File: config.mk
export PLATFORM = sky130hd
export DESIGN_NAME = fir_mac_pipe
export DESIGN_NICKNAME = d
export VERILOG_FILES = /design/src/rtl/fir_pkg.sv /design/src/rtl/fir_mult_stage.sv /design/src/rtl/fir_mac_pipe.sv
export SDC_FILE = /design/constraint.sdc
export NUM_CORES = 1
export LEC_CHECK = 0
export ABC_AREA = 1
export BUFFER_PORTS_ARGS = -buffer_cell sky130_fd_sc_hd__clkbuf_2
export CORE_MARGIN = 4
export CORE_UTILIZATION = 50
export DETAILED_ROUTE_END_ITERATION = 16
export PLACE_DENSITY = 0.64
export SLEW_MARGIN = 15
export SYNTH_ARGS = -nofsm -noshare
export SYNTH_HDL_FRONTEND = slang
export SYNTH_SLANG_ARGS = --single-unit
export TNS_END_PERCENT = 100
File: constraint.sdc
create_clock -name clock -period 2.8 [get_ports clock]
set_input_delay 0.28 -clock clock [delete_from_list [all_inputs] [get_ports clock]]
set_output_delay 0.28 -clock clock [all_outputs]
set_load 0.005 [all_outputs]
File: src/rtl/fir_pkg.sv
// Shared types and constants for the fir_mac_pipe block.
package fir_pkg;

  typedef enum logic {
    IDLE  = 1'b0,
    ACCUM = 1'b1
  } fir_state_e;

  localparam int unsigned FIR_DATA_W = 8;
  localparam int unsigned FIR_TAPS   = 7;

  function automatic int unsigned fir_clog2(input int unsigned value);
    int unsigned r;
    int unsigned v;
    r = 0;
    if (value > 1) begin
      v = value - 1;
      while (v != 0) begin
        r = r + 1;
        v = v >> 1;
      end
    end
    return r;
  endfunction

endpackage

File: src/rtl/fir_mult_stage.sv
// Stage 1 of the FIR MAC pipe: registered signed multiply plus beat tags.
module fir_mult_stage
  import fir_pkg::*;
#(
  parameter int DATA_W = FIR_DATA_W,
  parameter int ACC_W  = 2 * FIR_DATA_W + 3
) (
  input  logic                     clock,
  input  logic                     reset,
  input  logic                     in_valid,
  input  logic                     in_first,
  input  logic                     in_last,
  input  logic signed [DATA_W-1:0] sample,
  input  logic signed [DATA_W-1:0] coef,
  output logic                     s1_valid,
  output logic                     s1_first,
  output logic                     s1_last,
  output logic signed [ACC_W-1:0]  s1_prod
);

  logic signed [2*DATA_W-1:0] prod;

  assign prod = (2*DATA_W)'(sample) * (2*DATA_W)'(coef);

  always_ff @(posedge clock or posedge reset) begin
    if (reset) begin
      s1_valid <= 1'b0;
      s1_first <= 1'b0;
      s1_last  <= 1'b0;
      s1_prod  <= '0;
    end else begin
      s1_valid <= in_valid;
      s1_first <= in_valid & in_first;
      s1_last  <= in_valid & in_last;
      if (in_valid) s1_prod <= ACC_W'(prod);
    end
  end

endmodule

File: src/rtl/fir_mac_pipe.sv
// Two-stage FIR multiply-accumulate: tap control, stage 2 accumulator, result register.
// Define FIR_MAC_SAT_EN to clamp every stage-2 load/add instead of wrapping.
module fir_mac_pipe
  import fir_pkg::*;
#(
  parameter int DATA_W = FIR_DATA_W,
  parameter int TAPS   = FIR_TAPS,
  parameter int ACC_W  = 2 * DATA_W + 3
) (
  input  logic                     clock,
  input  logic                     reset,
  input  logic                     in_valid,
  input  logic                     in_first,
  input  logic signed [DATA_W-1:0] sample,
  input  logic signed [DATA_W-1:0] coef,
  output logic signed [ACC_W-1:0]  y,
  output logic                     valid_out,
  output logic                     abort
);

  localparam int CNT_W = (fir_clog2(TAPS) > 0) ? int'(fir_clog2(TAPS)) : 1;
  localparam logic [CNT_W-1:0] LAST_CNT = CNT_W'(TAPS - 1);

  fir_state_e       state, state_n;
  logic [CNT_W-1:0] cnt, cnt_n;
  logic             tag_valid, tag_first, tag_last, abort_n;

  logic                    s1_valid, s1_first, s1_last;
  logic signed [ACC_W-1:0] s1_prod;
  logic signed [ACC_W-1:0] acc, acc_n;
  logic                    done;

  always_ff @(posedge clock or posedge reset) begin
    if (reset) begin
      state <= IDLE;
      cnt   <= '0;
      abort <= 1'b0;
    end else begin
      state <= state_n;
      cnt   <= cnt_n;
      abort <= abort_n;
    end
  end

  always_comb begin
    state_n   = state;
    cnt_n     = cnt;
    tag_valid = 1'b0;
    tag_first = 1'b0;
    tag_last  = 1'b0;
    abort_n   = 1'b0;
    if (in_valid) begin
      if (in_first) begin
        tag_valid = 1'b1;
        tag_first = 1'b1;
        abort_n   = (state == ACCUM);
        if (TAPS == 1) begin
          tag_last = 1'b1;
          state_n  = IDLE;
          cnt_n    = '0;
        end else begin
          state_n = ACCUM;
          cnt_n   = CNT_W'(1);
        end
      end else if (state == ACCUM) begin
        tag_valid = 1'b1;
        if (cnt == LAST_CNT) begin
          tag_last = 1'b1;
          state_n  = IDLE;
          cnt_n    = '0;
        end else begin
          cnt_n = cnt + CNT_W'(1);
        end
      end
    end
  end

  fir_mult_stage #(
    .DATA_W (DATA_W),
    .ACC_W  (ACC_W)
  ) u_mult (
    .clock    (clock),
    .reset    (reset),
    .in_valid (tag_valid),
    .in_first (tag_first),
    .in_last  (tag_last),
    .sample   (sample),
    .coef     (coef),
    .s1_valid (s1_valid),
    .s1_first (s1_first),
    .s1_last  (s1_last),
    .s1_prod  (s1_prod)
  );

`ifdef FIR_MAC_SAT_EN
  logic signed [ACC_W:0] wide;

  always_comb begin
    wide = s1_first ? {s1_prod[ACC_W-1], s1_prod}
                    : ({acc[ACC_W-1], acc} + {s1_prod[ACC_W-1], s1_prod});
    // Overflow shows as disagreement between the guard bit and the ACC_W sign bit.
    if (wide[ACC_W] != wide[ACC_W-1])
      acc_n = wide[ACC_W] ? {1'b1, {(ACC_W-1){1'b0}}} : {1'b0, {(ACC_W-1){1'b1}}};
    else
      acc_n = wide[ACC_W-1:0];
  end
`else
  assign acc_n = s1_first ? s1_prod : acc + s1_prod;
`endif

  // y is loaded from acc one edge after the last add, so a following first beat may reload acc freely.
  always_ff @(posedge clock or posedge reset) begin
    if (reset) begin
      acc       <= '0;
      done      <= 1'b0;
      y         <= '0;
      valid_out <= 1'b0;
    end else begin
      if (s1_valid) acc <= acc_n;
      done      <= s1_valid & s1_last;
      valid_out <= done;
      if (done) y <= acc;
    end
  end

endmodule

== After elaboration in Yosys (flattened, before gate mapping) ==
Cells that the tools add are included.
Operators by class
  $add $sub $neg: 2
  $mul: 1
  equal/unequal tests: 1
  multiplexer cells: 18
  bitwise gates (word level): 3
  reduce and logical (&&, ||, !) cells: 2
Operators with widths (count)
  $add 19x16->19: 1
  $mux 19: 1
  $mul 8x8->16: 1
  $mux 1: 14
  $mux 3: 3
  $add 3x1->3 const B: 1
  $and 1x1->1: 3
  $eq 3x3->1 const B: 1
  $reduce_and 2->1: 1
  $reduce_bool 2->1: 1
Word-level totals
  bits in registers: 64
  input bits: 20
  output and inout bits: 21
  word-level logic and storage cells: 38

== Depth between registers and ports, before layout ==
Gate-level depths: netlist (run 1).
  depth in word-level cells: 6
  mapped depth: 22
  depth with buffers taken out: 21

== Hierarchy ==
Synthesis (run 1) repeated with hierarchy kept, for this count alone.
Unflattened totals
  cell total of the unflattened synthesis: 867
  area total of the unflattened synthesis: 6436.2 µm²
By module, submodules not included
  fir_mult_stage: times used 1, cells each 471, area each 3472.1 µm², seq. area each 475.5 µm²
  fir_mac_pipe: times used 1, cells each 396, area each 2964.1 µm², seq. area each 1126.1 µm²

== Worst setup path after synthesis (run 1) ==
No wires, ideal clock.
  kind: input port to flip-flop
  from: input sample[7]
  to: register u_mult.s1_prod[14]
  setup time: 0.126 ns
  data arrival time: 3.984 ns
  required time: 2.674 ns
  slack: -1.310 ns
  stages: 19
  path buffers: 1
  cell sequence: clkbuf_1 nand2_1 inv_1 fa_1 inv_1 fa_1 inv_1 fa_1 inv_1 fa_1 inv_1 ha_1 nand2_1 nor3_1 nand3_1 nand3_1 nand2_1 nand3_1 o21ai_0
On the way
  cells in the longest elaborated chain, start to end: 1
Ends and longest elaborated chain
  start, declared: RTL line fir_mac_pipe.sv:14  | input logic signed [DATA_W-1:0] sample,
  $mul 8x8->16: RTL line fir_mult_stage.sv:23  | assign prod = (2*DATA_W)'(sample) * (2*DATA_W)'(coef);
  end signal, assigned: RTL line fir_mult_stage.sv:35  | if (in_valid) s1_prod <= ACC_W'(prod);
  end, declared: RTL line fir_mult_stage.sv:18  | output logic signed [ACC_W-1:0] s1_prod
No other way between the ends.
A chain may end at the register's enable or synchronous reset.

== Final worst setup path (run 1) ==
Same ends and word-level chain as after synthesis.

==> results of run 1 <==
## metrics by stage
step	total power [W]	instances	setup slack, ps
after CTS	0.00841	1060	-703
final	0.00849	1060	-738
after detailed placement	0.00692	1043	-1210
after floorplan	0.00556	817	-886
after global placement	0.00679	1043	-1150
after global routing	0.00937	1060	-885
## sequential cells by signal, summed over array words and instances (netlist names)
register	count
acc	19
y	19
u_mult.s1_prod	16
cnt	3
abort	1
done	1
state	1
u_mult.s1_first	1
u_mult.s1_last	1
u_mult.s1_valid	1
valid_out	1
## power groups by stage
| stage | logic (W) | clock network, W | registers [W] |
|---|---|---|---|
| after CTS | 0.00581 | 0.00114 | 0.00146 |
| after detailed placement | 0.00545 | 0 | 0.00147 |
| after global routing | 0.00668 | 0.00119 | 0.00150 |
| final | 0.00591 | 0.00112 | 0.00146 |
| after global placement | 0.00533 | 0 | 0.00145 |
| after floorplan | 0.00418 | 0 | 0.00138 |
## worst min-delay path: stages
cell and delay (ps):
clkbuf_2 80, inv_2 40, buf_4 600
## cells by family (layout without fill, tap and decap cells)
logic type | Yosys count | in the layout | share of synthesized area, %
AOI/OAI and AO/OA | 99 | 99 | 8.84
xor gates and xnor gates | 21 | 21 | 2.94
adders and majority gates | 103 | 103 | 27.3
buffers and inverters | 208 | 283 | 13.1
DFF | 64 | 64 | 25.6
muxes | 11 | 11 | 1.98
and+or+nand+nor | 311 | 311 | 20.3
## metal layers
metal  share of wire (%)  global-route usage, %  up-vias
li1                    -                      -     2635
met1                  43                   23.4     2449
met2                  52                   38.0       95
met3                 2.4                   2.78       28
met4                 2.9                   8.16        0
met5                   0                      0        -
## final timing paths
check,start,end,slack (ps),cells past startpoint
hold reg to reg,u_mult.s1_last$_DFF_PP0_,done$_DFF_PP0_,430,2
min in group clock,in_first,u_mult.s1_last$_DFF_PP0_,160,2
max in group asynchronous,reset,acc[2]$_DFFE_PP0P_,2130,3
setup reg to reg,u_mult.s1_prod[0]$_DFFE_PP0P_,acc[14]$_DFFE_PP0P_,670,11
hold / removal,reset,valid_out$_DFF_PP0_,160,3
setup / recovery,sample[7],u_mult.s1_prod[14]$_DFFE_PP0P_,-740,19
## area by class of cell
cell class	instances	area share, %
Multi-Input combinational cell	545	54.6
Sequential cell	64	20.9
Inverter	180	8.88
Timing Repair Buffer	88	8.85
Clock buffer	12	3.48
Tap cell	168	2.74
Clock inverter	3	0.522
## repair_timing
item,CTS,global route
hold buffers,0,0
pin swaps,23,8
resized for setup,52,29
buffers inserted,2,0
setup endpoints to repair,11,11
## cells in the mapped netlist, drive strengths merged, types with 3 or more instances
cell type	n	area (um^2)
inv	179	672
ha	47	588
clkbuf	19	91.3
nand2	196	746
mux2	11	124
nor3	3	15.0
o21bai	4	30.0
a21oi	38	194
nand3	34	180
a31oi	4	25.0
a21o	3	22.5
o21ai	41	213
xor2	10	87.6
nand4	6	37.5
xnor2	11	96.3
o22ai	3	18.8
dfrtp	64	1600
buf	9	50.0
fa	56	1120
or2	4	25.0
nor2	66	250
==> results.json, run 1 <==
{
  "p_clk_share_pct": 13.2,
  "whs_ps": 160,
  "io_buffers": 40,
  "ant_nets": 0,
  "antenna_found_initial": 0,
  "violations": "setup timing",
  "yosysWarnings": 0,
  "mostFrequentLayoutCell": "nand2_1",
  "cts_buffer_depth": 2,
  "seq_area_mm2": 0.00160,
  "hold_path.class": "in2async",
  "drive_above_1_share_pct": 23.9,
  "syn-cell-area_mm2": 0.00626,
  "cp-start-kind": "primary input",
  "fmax_mhz": 283,
  "slew_headroom_pct": 48.1,
  "wl_um": 13700,
  "path_class": "in2reg",
  "arrival_ps": 3730,
  "leakagePower_nw": 4.17,
  "async_flop_share_pct": 100,
  "drt_pre_antenna_iters": 5,
  "dominantRegCellSynth": "dfrtp_1",
  "skew_ps": 5.47,
  "ys_types": 37,
  "irDropWorstVdd_mv": 0.453,
  "final_cell_mix": "nand2_1 (176), inv_1 (149), dfrtp_1 (64)",
  "gp_congestion": 0.893,
  "cts_tree": "done",
  "ioPinCount": 41,
  "period_share_pct": 126,
  "syn_nets": 940,
  "cp_num_buf_inv": 6,
  "cts-root-buf": "clkbuf_16",
  "fin_ws_ps": -738,
  "clkTransAtPathRegs_ps": 50,
  "slew_viol_final": 0,
  "crit_path_max_incr_delay_ps": 620,
  "p_int_w": 0.00457,
  "cts.sinks": 64,
  "grt_max_degree": 65,
  "nets": 1011,
  "fp.dieW_um": 120,
  "multi_input_area_mm2": 0.00419,
  "synthToLayoutAreaGrowth_pct": 22.5,
  "syn_area_per_cell_um2": 7.66,
  "cp_cell_sequence": "clkbuf_16 -> nand2_8 -> inv_2 -> fa_2 -> inv_4 -> fa_1 -> inv_1 -> fa_1 -> inv_1 -> fa_1 -> inv_2 -> ha_4 -> nand2_4 -> nor3_4 -> nand3_2 -> nand3_2 -> nand2_1 -> nand3_1 -> o21ai_1",
  "start_util_pct": 51.7,
  "maxCapViolCount": 0,
  "finalSetupTns_ps": -5930,
  "synth_seq_cells": 64,
  "cp_slowest_cell": "fa_2",
  "p_sw_share_pct": 46.1,
  "crit_family": "adder cells",
  "diodes": 0,
  "place_area_mm2": 0.00706,
  "dieHeight_um": 120,
  "endpoint_kind": "flip-flop",
  "cts_buffers": 9,
  "nFillCells": 1057,
  "track_usage_pct": 20.4,
  "power_frac_seq_pct": 17.2,
  "power_density_mw_per_mm2": 1110,
  "netlist_instances": 817,
  "clk_latency_ps": 330,
  "power_frac_comb_pct": 69.6,
  "fin_util_pct": 63.3,
  "min_period_ps": 3540,
  "hold_violations": 0,
  "crit_path_max_fanout": 8,
  "drcViolationCount": 0,
  "wl_per_cell_um": 12.9,
  "dpl.hpwl_um": 11200,
  "switchingPower_w": 0.00392,
  "critPathRequiredTime_ps": 3000,
  "synth-edff-count": 0,
  "grt_first_pass_wirelength_um": 23800,
  "vias_per_cell": 4.91,
  "setup_viol": 10,
  "first_global_vias": 5359,
  "via_count": 5207,
  "rows": 40,
  "drtIter0Drc": 191,
  "h-tree-depth": 3,
  "rsz0062_at_grt": "yes",
  "seq_area_frac_synth_pct": 25.6,
  "status": "finished with violations",
  "worst_pin_slew_ps": 778,
  "crit_top_cell": "fa_1",
  "grt_overflow": 0,
  "die_area_mm2": 0.0144,
  "core_mm2": 0.0121,
  "final_area_mm2": 0.00766
}
(Power assumes the default switching activity.)
==> inputs of run 2 (changes only) <==
--- a/config.mk
+++ b/config.mk
@@ -7,10 +7,13 @@
 export LEC_CHECK = 0
 export ABC_AREA = 1
 export BUFFER_PORTS_ARGS = -buffer_cell sky130_fd_sc_hd__clkbuf_2
+export CELL_PAD_IN_SITES_DETAIL_PLACEMENT = 1
+export CELL_PAD_IN_SITES_GLOBAL_PLACEMENT = 2
+export CORE_ASPECT_RATIO = 0.6
 export CORE_MARGIN = 4
-export CORE_UTILIZATION = 50
+export CORE_UTILIZATION = 40
 export DETAILED_ROUTE_END_ITERATION = 16
-export PLACE_DENSITY = 0.64
+export PLACE_DENSITY = 0.83
 export SLEW_MARGIN = 15
 export SYNTH_ARGS = -nofsm -noshare
 export SYNTH_HDL_FRONTEND = slang
==> run 2 against run 1 <==
Critical path type unchanged. Final area is 2.5% higher. Setup slack got worse by 97 ps. Global-route usage increased by 1.5 points. Total power rose by 8.1%. Sequential share of layout area down 0.52 points. Die area up 24%. Fmax shrank 2.7%. First-iteration DRC count grew 55%. Clock power up 9.8%. The run still ends with setup timing left.
==> results.json, run 2 (same netlist as run 1, synthesis figures left out) <==
{
  "rsz0062_at_grt": "yes",
  "wl_um": 18600,
  "cp-start-kind": "primary input",
  "period_share_pct": 130,
  "grt_overflow": 0,
  "power_frac_seq_pct": 16.0,
  "io_buffers": 40,
  "hold_path.class": "in2async",
  "h-tree-depth": 3,
  "grt_first_pass_wirelength_um": 31000,
  "wl_per_cell_um": 16.9,
  "fin_ws_ps": -836,
  "switchingPower_w": 0.00446,
  "gp_congestion": 0.855,
  "grt_max_degree": 30,
  "cts_buffer_depth": 2,
  "first_global_vias": 6012,
  "rows": 35,
  "min_period_ps": 3640,
  "maxCapViolCount": 0,
  "via_count": 5486,
  "path_class": "in2reg",
  "fp.dieW_um": 169,
  "ioPinCount": 41,
  "cp_slowest_cell": "fa_1",
  "die_area_mm2": 0.0178,
  "cts_buffers": 9,
  "core_mm2": 0.0153,
  "drive_above_1_share_pct": 25.4,
  "cts.sinks": 64,
  "antenna_found_initial": 0,
  "drcViolationCount": 0,
  "vias_per_cell": 4.98,
  "dieHeight_um": 105,
  "crit_path_max_fanout": 7,
  "nets": 1017,
  "r2r_setup_slack_ps": 430,
  "crit_top_cell": "fa_1",
  "whs_ps": 8.00,
  "violations": "setup timing",
  "mostFrequentLayoutCell": "nand2_1",
  "cts_tree": "done",
  "p_int_w": 0.00472,
  "critPathRequiredTime_ps": 3000,
  "start_util_pct": 40.8,
  "slew_headroom_pct": 40.0,
  "hold_buffers": 0,
  "p_clk_share_pct": 13.4,
  "diodes": 0,
  "irDropWorstVdd_mv": 0.487,
  "r2r-end": "acc[16]$_DFFE_PP0P_",
  "hold_violations": 0,
  "finalSetupTns_ps": -6490,
  "clk_latency_ps": 330,
  "ff2ff_path_depth": 10,
  "final_cell_mix": "nand2_1 (175), inv_1 (147), dfrtp_1 (64)",
  "nFillCells": 1870,
  "slew_viol_final": 0,
  "reg.largest.list": "acc: 19 flops, y: 19 flops, u_mult.s1_prod: 16 flops",
  "cts-root-buf": "clkbuf_16",
  "r2r_start": "u_mult.s1_prod[0]$_DFFE_PP0P_",
  "power_density_mw_per_mm2": 1170,
  "ant_nets": 0,
  "clkTransAtPathRegs_ps": 50,
  "power_frac_comb_pct": 70.6,
  "endpoint_kind": "flip-flop",
  "leakagePower_nw": 4.22,
  "worst_pin_slew_ps": 899,
  "cp_cell_sequence": "clkbuf_16 -> nand2_4 -> buf_6 -> fa_1 -> inv_2 -> fa_1 -> fa_1 -> inv_2 -> fa_1 -> inv_2 -> ha_4 -> a21oi_2 -> a21boi_2 -> nand2_2 -> a21oi_2 -> xor2_1 -> o21ai_1",
  "track_usage_pct": 21.8,
  "drt_pre_antenna_iters": 4,
  "arrival_ps": 3840,
  "synthToLayoutAreaGrowth_pct": 25.6,
  "setup_viol": 10,
  "status": "finished with violations",
  "p_sw_share_pct": 48.6,
  "skew_ps": 7.01,
  "crit_path_max_incr_delay_ps": 530,
  "dpl.hpwl_um": 14700,
  "fmax_mhz": 275,
  "drtIter0Drc": 296
}
==> run 2: cell types whose count changed in the layout (fill, tap and decap cells not counted), sizes merged <==
cell | before | now
buf | 53 | 60
clkbuf | 47 | 45
clkinvlp | 0 | 2
bufinv | 1 | 2
clkinv | 3 | 2
==> run 2: stage by stage <==
step | total power [W] | util [%] | instance area, um^2 | worst slack [ps] | std cells
3_5_place_dp | 0.00723 | 46.3 | 7100 | -1280 | 1078
2_1_floorplan | 0.00556 | - | 6600 | -886 | 817
3_3_place_gp | 0.00697 | 46.3 | 7100 | -1210 | 1078
6_report | 0.00918 | 51.3 | 7860 | -836 | 1102
4_1_cts | 0.00896 | 50.3 | 7710 | -837 | 1099
5_1_grt | 0.0101 | 51.3 | 7860 | -1010 | 1102
==> run 2: worst max-delay path: cells and delay by family <==
kind | cells | cell delay (ps)
AOI/OAI and AO/OA | 4 | 550
adders and majority gates | 5 | 2310
buffers and inverters | 5 | 380
and+or+nand+nor | 2 | 150
xor gates and xnor gates | 1 | 160
==> run 2: layer usage <==
| metal | track usage [%] | share of wire (%) | vias up |
|---|---|---|---|
| met5 | 0 | 0 | - |
| met4 | 2.81 | 0.76 | 0 |
| met3 | 3.89 | 3.7 | 11 |
| met2 | 32.7 | 44 | 84 |
| met1 | 33.7 | 52 | 2745 |
| li1 | - | - | 2646 |
==> run 2: worst max-delay path by stage <==
stage	to	depth (start not counted)	start
after detailed placement	u_mult.s1_prod[15]$_DFFE_PP0P_	19	coef[7]
after CTS	u_mult.s1_prod[15]$_DFFE_PP0P_	19	sample[7]
after floorplan	u_mult.s1_prod[14]$_DFFE_PP0P_	19	coef[2]
final	u_mult.s1_prod[13]$_DFFE_PP0P_	17	sample[7]
after global placement	u_mult.s1_prod[15]$_DFFE_PP0P_	17	sample[7]
after global routing	u_mult.s1_prod[15]$_DFFE_PP0P_	19	coef[4]
==> run 2: cell type report <==
class                      count  area, um^2  area share [%]
clock buffer                  11         243            3.09
clock inverter                 5        80.1            1.02
inverter                     180         683            8.69
multi-input combinational    545        4230            53.8
sequential                    64        1600            20.4
tap                          203         254            3.23
timing repair buffer          94         766            9.74
==> run 2: repair_timing <==
item | CTS | global route
setup buffers | 6 | 3
gates resized for setup | 63 | 48
endpoints found under the setup margin | 11 | 11
pin swaps | 43 | 23
==> run 2: power groups by stage <==
stage	sequential, W	clock [W]	combinational [W]
finish	0.00147	0.00123	0.00648
global route	0.00151	0.00131	0.00728
CTS	0.00147	0.00125	0.00624
detailed placement	0.00148	0	0.00575
global placement	0.00146	0	0.00550
floorplan	0.00138	0	0.00418
==> inputs of run 3 (changes only) <==
--- a/config.mk
+++ b/config.mk
@@ -5,13 +5,12 @@
 export SDC_FILE = /design/constraint.sdc
 export NUM_CORES = 1
 export LEC_CHECK = 0
-export ABC_AREA = 1
 export BUFFER_PORTS_ARGS = -buffer_cell sky130_fd_sc_hd__clkbuf_2
 export CELL_PAD_IN_SITES_DETAIL_PLACEMENT = 1
 export CELL_PAD_IN_SITES_GLOBAL_PLACEMENT = 2
 export CORE_ASPECT_RATIO = 0.6
 export CORE_MARGIN = 4
-export CORE_UTILIZATION = 40
+export CORE_UTILIZATION = 43
 export DETAILED_ROUTE_END_ITERATION = 16
 export PLACE_DENSITY = 0.83
 export SLEW_MARGIN = 15
==> run 3 against run 2 <==
The flow still finishes with violations (setup timing). Largest cell class unchanged. Clock skew up 5.3 ps. Final area decreased by 4.6%. First-iteration DRC count down 45%. Highest routed layer unchanged. Die area is 13% lower. Global-route usage is 1.4 points lower. Synthesized cell count decreased by 27%. Combinational power shrank 15%. Sequential share of layout area is 0.97 points higher. Register-to-register slack got worse by 390 ps. Via count is 16% lower. Clock power shrank 15%. Core utilization rose by 6.2 points.
==> results.json, run 3 <==
{
  "status": "finished with violations",
  "violations": "setup timing",
  "core_mm2": 0.0131,
  "syn_nets": 720,
  "crit_path_max_fanout": 4,
  "drt_pre_antenna_iters": 4,
  "setup_viol": 11,
  "io_buffers": 40,
  "skew_ps": 12.3,
  "grt_max_degree": 37,
  "power_frac_seq_pct": 18.6,
  "cp_slowest_cell": "fa_2",
  "final_area_mm2": 0.00750,
  "final_cells": 882,
  "wl_per_cell_um": 17.0,
  "synth.area.top_cells": "dfrtp_1 (27%), fa_1 (19%), ha_1 (10%)",
  "antenna_found_initial": 0,
  "netlist_instances": 597,
  "yosysWarnings": 0,
  "gp_congestion": 0.900,
  "cts_buffer_depth": 2,
  "ioPinCount": 41,
  "r2r_start": "acc[0]$_DFFE_PP0P_",
  "clk_latency_ps": 330,
  "diodes": 0,
  "power_frac_comb_pct": 68.4,
  "fin_ws_ps": -1180,
  "hold_violations": 0,
  "syn_area_per_cell_um2": 9.76,
  "syn-cell-area_mm2": 0.00583,
  "grt_first_pass_wirelength_um": 25700,
  "cp-start-kind": "primary input",
  "synth_seq_cells": 64,
  "cts.sinks": 64,
  "dieHeight_um": 98.2,
  "period_share_pct": 142,
  "synth_most_common_cell": "inv_1",
  "synth_top_cell_by_area": "dfrtp_1",
  "path_class": "in2reg",
  "maxCapViolCount": 0,
  "p_clk_share_pct": 13.0,
  "synth-edff-count": 0,
  "wl_um": 15000,
  "reg.largest.list": "acc: 19 flops, y: 19 flops, u_mult.s1_prod: 16 flops",
  "min-delay-start": "in_first",
  "critPathRequiredTime_ps": 3020,
  "nFillCells": 1434,
  "start_util_pct": 44.6,
  "cp_cell_sequence": "buf_8 -> and2_4 -> fa_2 -> inv_2 -> fa_1 -> inv_2 -> fa_1 -> inv_1 -> fa_1 -> inv_2 -> ha_4 -> o21a_1 -> o21ai_2 -> a21oi_2 -> o211a_1 -> or3_1 -> a31o_2",
  "dp_cells": 853,
  "place_area_mm2": 0.00676,
  "hold_path.class": "in2reg",
  "ys_types": 52,
  "total_power_w": 0.00802,
  "power_density_mw_per_mm2": 1070,
  "nets": 830,
  "final_cell_mix": "inv_1 (74), dfrtp_1 (64), buf_4 (62)",
  "rsz0062_at_grt": "yes",
  "first_global_vias": 5282,
  "synth_common_cells": "inv_1 (93), dfrtp_1 (64), fa_1 (56), ha_1 (47), nand2_1 (47)",
  "via_count": 4598,
  "slew_headroom_pct": 40.2,
  "p_sw_share_pct": 42.4,
  "fmax_mhz": 252,
  "dominantRegCellSynth": "dfrtp_1",
  "arrival_ps": 4190,
  "cts_buffers": 9,
  "r2r-end": "acc[18]$_DFFE_PP0P_",
  "synthToLayoutAreaGrowth_pct": 28.8,
  "min_period_ps": 3980,
  "hold_depth": 2,
  "drcViolationCount": 0,
  "switchingPower_w": 0.00340,
  "grt_overflow": 0,
  "clkTransAtPathRegs_ps": 60,
  "cts_tree": "done",
  "die_area_mm2": 0.0155,
  "drtIter0Drc": 163,
  "drive_above_1_share_pct": 34.0,
  "synth.top_cell.area_share_pct": 27.5,
  "worst_pin_slew_ps": 897,
  "leakagePower_nw": 3.63,
  "vias_per_cell": 5.21,
  "ant_nets": 0,
  "rows": 32,
  "ff2ff_path_depth": 10,
  "h-tree-depth": 3,
  "dpl.hpwl_um": 11600,
  "crit_path_max_incr_delay_ps": 570,
  "endpoint_kind": "flip-flop",
  "irDropWorstVdd_mv": 0.519,
  "fp.dieW_um": 158,
  "cts-root-buf": "clkbuf_16",
  "min_to": "u_mult.s1_last$_DFF_PP0_",
  "track_usage_pct": 20.4,
  "p_int_w": 0.00462,
  "place_ws_ps": -1630,
  "seq_area_frac_synth_pct": 27.5,
  "async_flop_share_pct": 100,
  "whs_ps": 237,
  "slew_viol_final": 0,
  "r2r_setup_slack_ps": 40,
  "mostFrequentLayoutCell": "inv_1"
}
[run 3: cell count changes after synthesis, moves of 7 or more]
cell / previous run / this run
nand2_1: 192 / 47
nand3_1: 32 / 8
inv_1: 179 / 93
o21ai_0: 39 / 24
buf_2: 7 / 0
mux2i_1: 0 / 8
o21a_1: 0 / 8
nor2_1: 65 / 27
mux2_2: 11 / 25
and2_1: 0 / 41
nor2b_1: 0 / 11
a21oi_1: 37 / 28
[run 3: kinds of logic after synthesis]
logic type	after synthesis	share of synthesized area, %
and+or+nand+nor	169	15.4
buffers and inverters	106	7.13
adders and majority gates	103	29.3
AOI/OAI and AO/OA	98	10.8
DFF	64	27.5
muxes	33	6.21
xor gates and xnor gates	24	3.61
[run 3: how the worst max path moves through the flow]
stage	depth (start not counted)	endpoint	slack, ps	startpoint
6_report	17	u_mult.s1_prod[14]$_DFFE_PP0P_	-1180	sample[5]
2_1_floorplan	16	u_mult.s1_prod[14]$_DFFE_PP0P_	-1230	sample[5]
3_3_place_gp	17	u_mult.s1_prod[14]$_DFFE_PP0P_	-1500	sample[4]
3_5_place_dp	17	u_mult.s1_prod[14]$_DFFE_PP0P_	-1630	sample[4]
5_1_grt	17	u_mult.s1_prod[14]$_DFFE_PP0P_	-1310	sample[5]
4_1_cts	17	u_mult.s1_prod[14]$_DFFE_PP0P_	-1200	coef[2]
[run 3: power groups by stage]
stage	clock network [W]	registers, W	logic [W]
after CTS	0.00106	0.00149	0.00529
after global placement	0	0.00150	0.00466
after detailed placement	0	0.00151	0.00495
after floorplan	0	0.00142	0.00354
after global routing	0.00112	0.00153	0.00619
final	0.00104	0.00149	0.00548
[run 3: layout make-up]
class | instances | area [um^2] | share of cell area [%]
Multi-Input combinational cell | 427 | 4140 | 55.2
Sequential cell | 64 | 1600 | 21.4
Timing Repair Buffer | 112 | 913 | 12.2
Inverter | 93 | 352 | 4.69
Clock buffer | 10 | 239 | 3.19
Tap cell | 170 | 213 | 2.84
Clock inverter | 6 | 42.5 | 0.567
[run 3: per-layer routing]
layer	routed length [um]	vias to the layer above	track usage [%]
met2	7400	45	33.5
met1	7140	2342	28.1
met5	0	-	0
li1	-	2196	-
met3	376	15	4.92
met4	112	0	3.01
[run 3: stage by stage]
stage          setup TNS [ps]  util, %
2_1_floorplan           -7710        -
3_3_place_gp           -12130     51.8
3_5_place_dp           -13190     51.8
4_1_cts                 -8570     55.9
5_1_grt                 -9770     57.5
6_report                -8250     57.5
[run 3: worst max-delay path: cells and delay by family]
family | cells | cell delay, ps
buffers and inverters | 5 | 290
AND/OR/NAND/NOR | 2 | 490
AO/OA/AOI/OAI | 5 | 810
adder cells (fa/ha/maj) | 5 | 2310
[run 3: timing repair]
| action | in CTS | in global routing |
|---|---|---|
| resized for setup | 49 | 56 |
| pin swaps | 29 | 40 |
| endpoints found under the hold margin | 16 | 0 |
| hold buffers | 1 | 0 |
| buffers inserted | 6 | 7 |
| setup endpoints to repair | 12 | 13 |
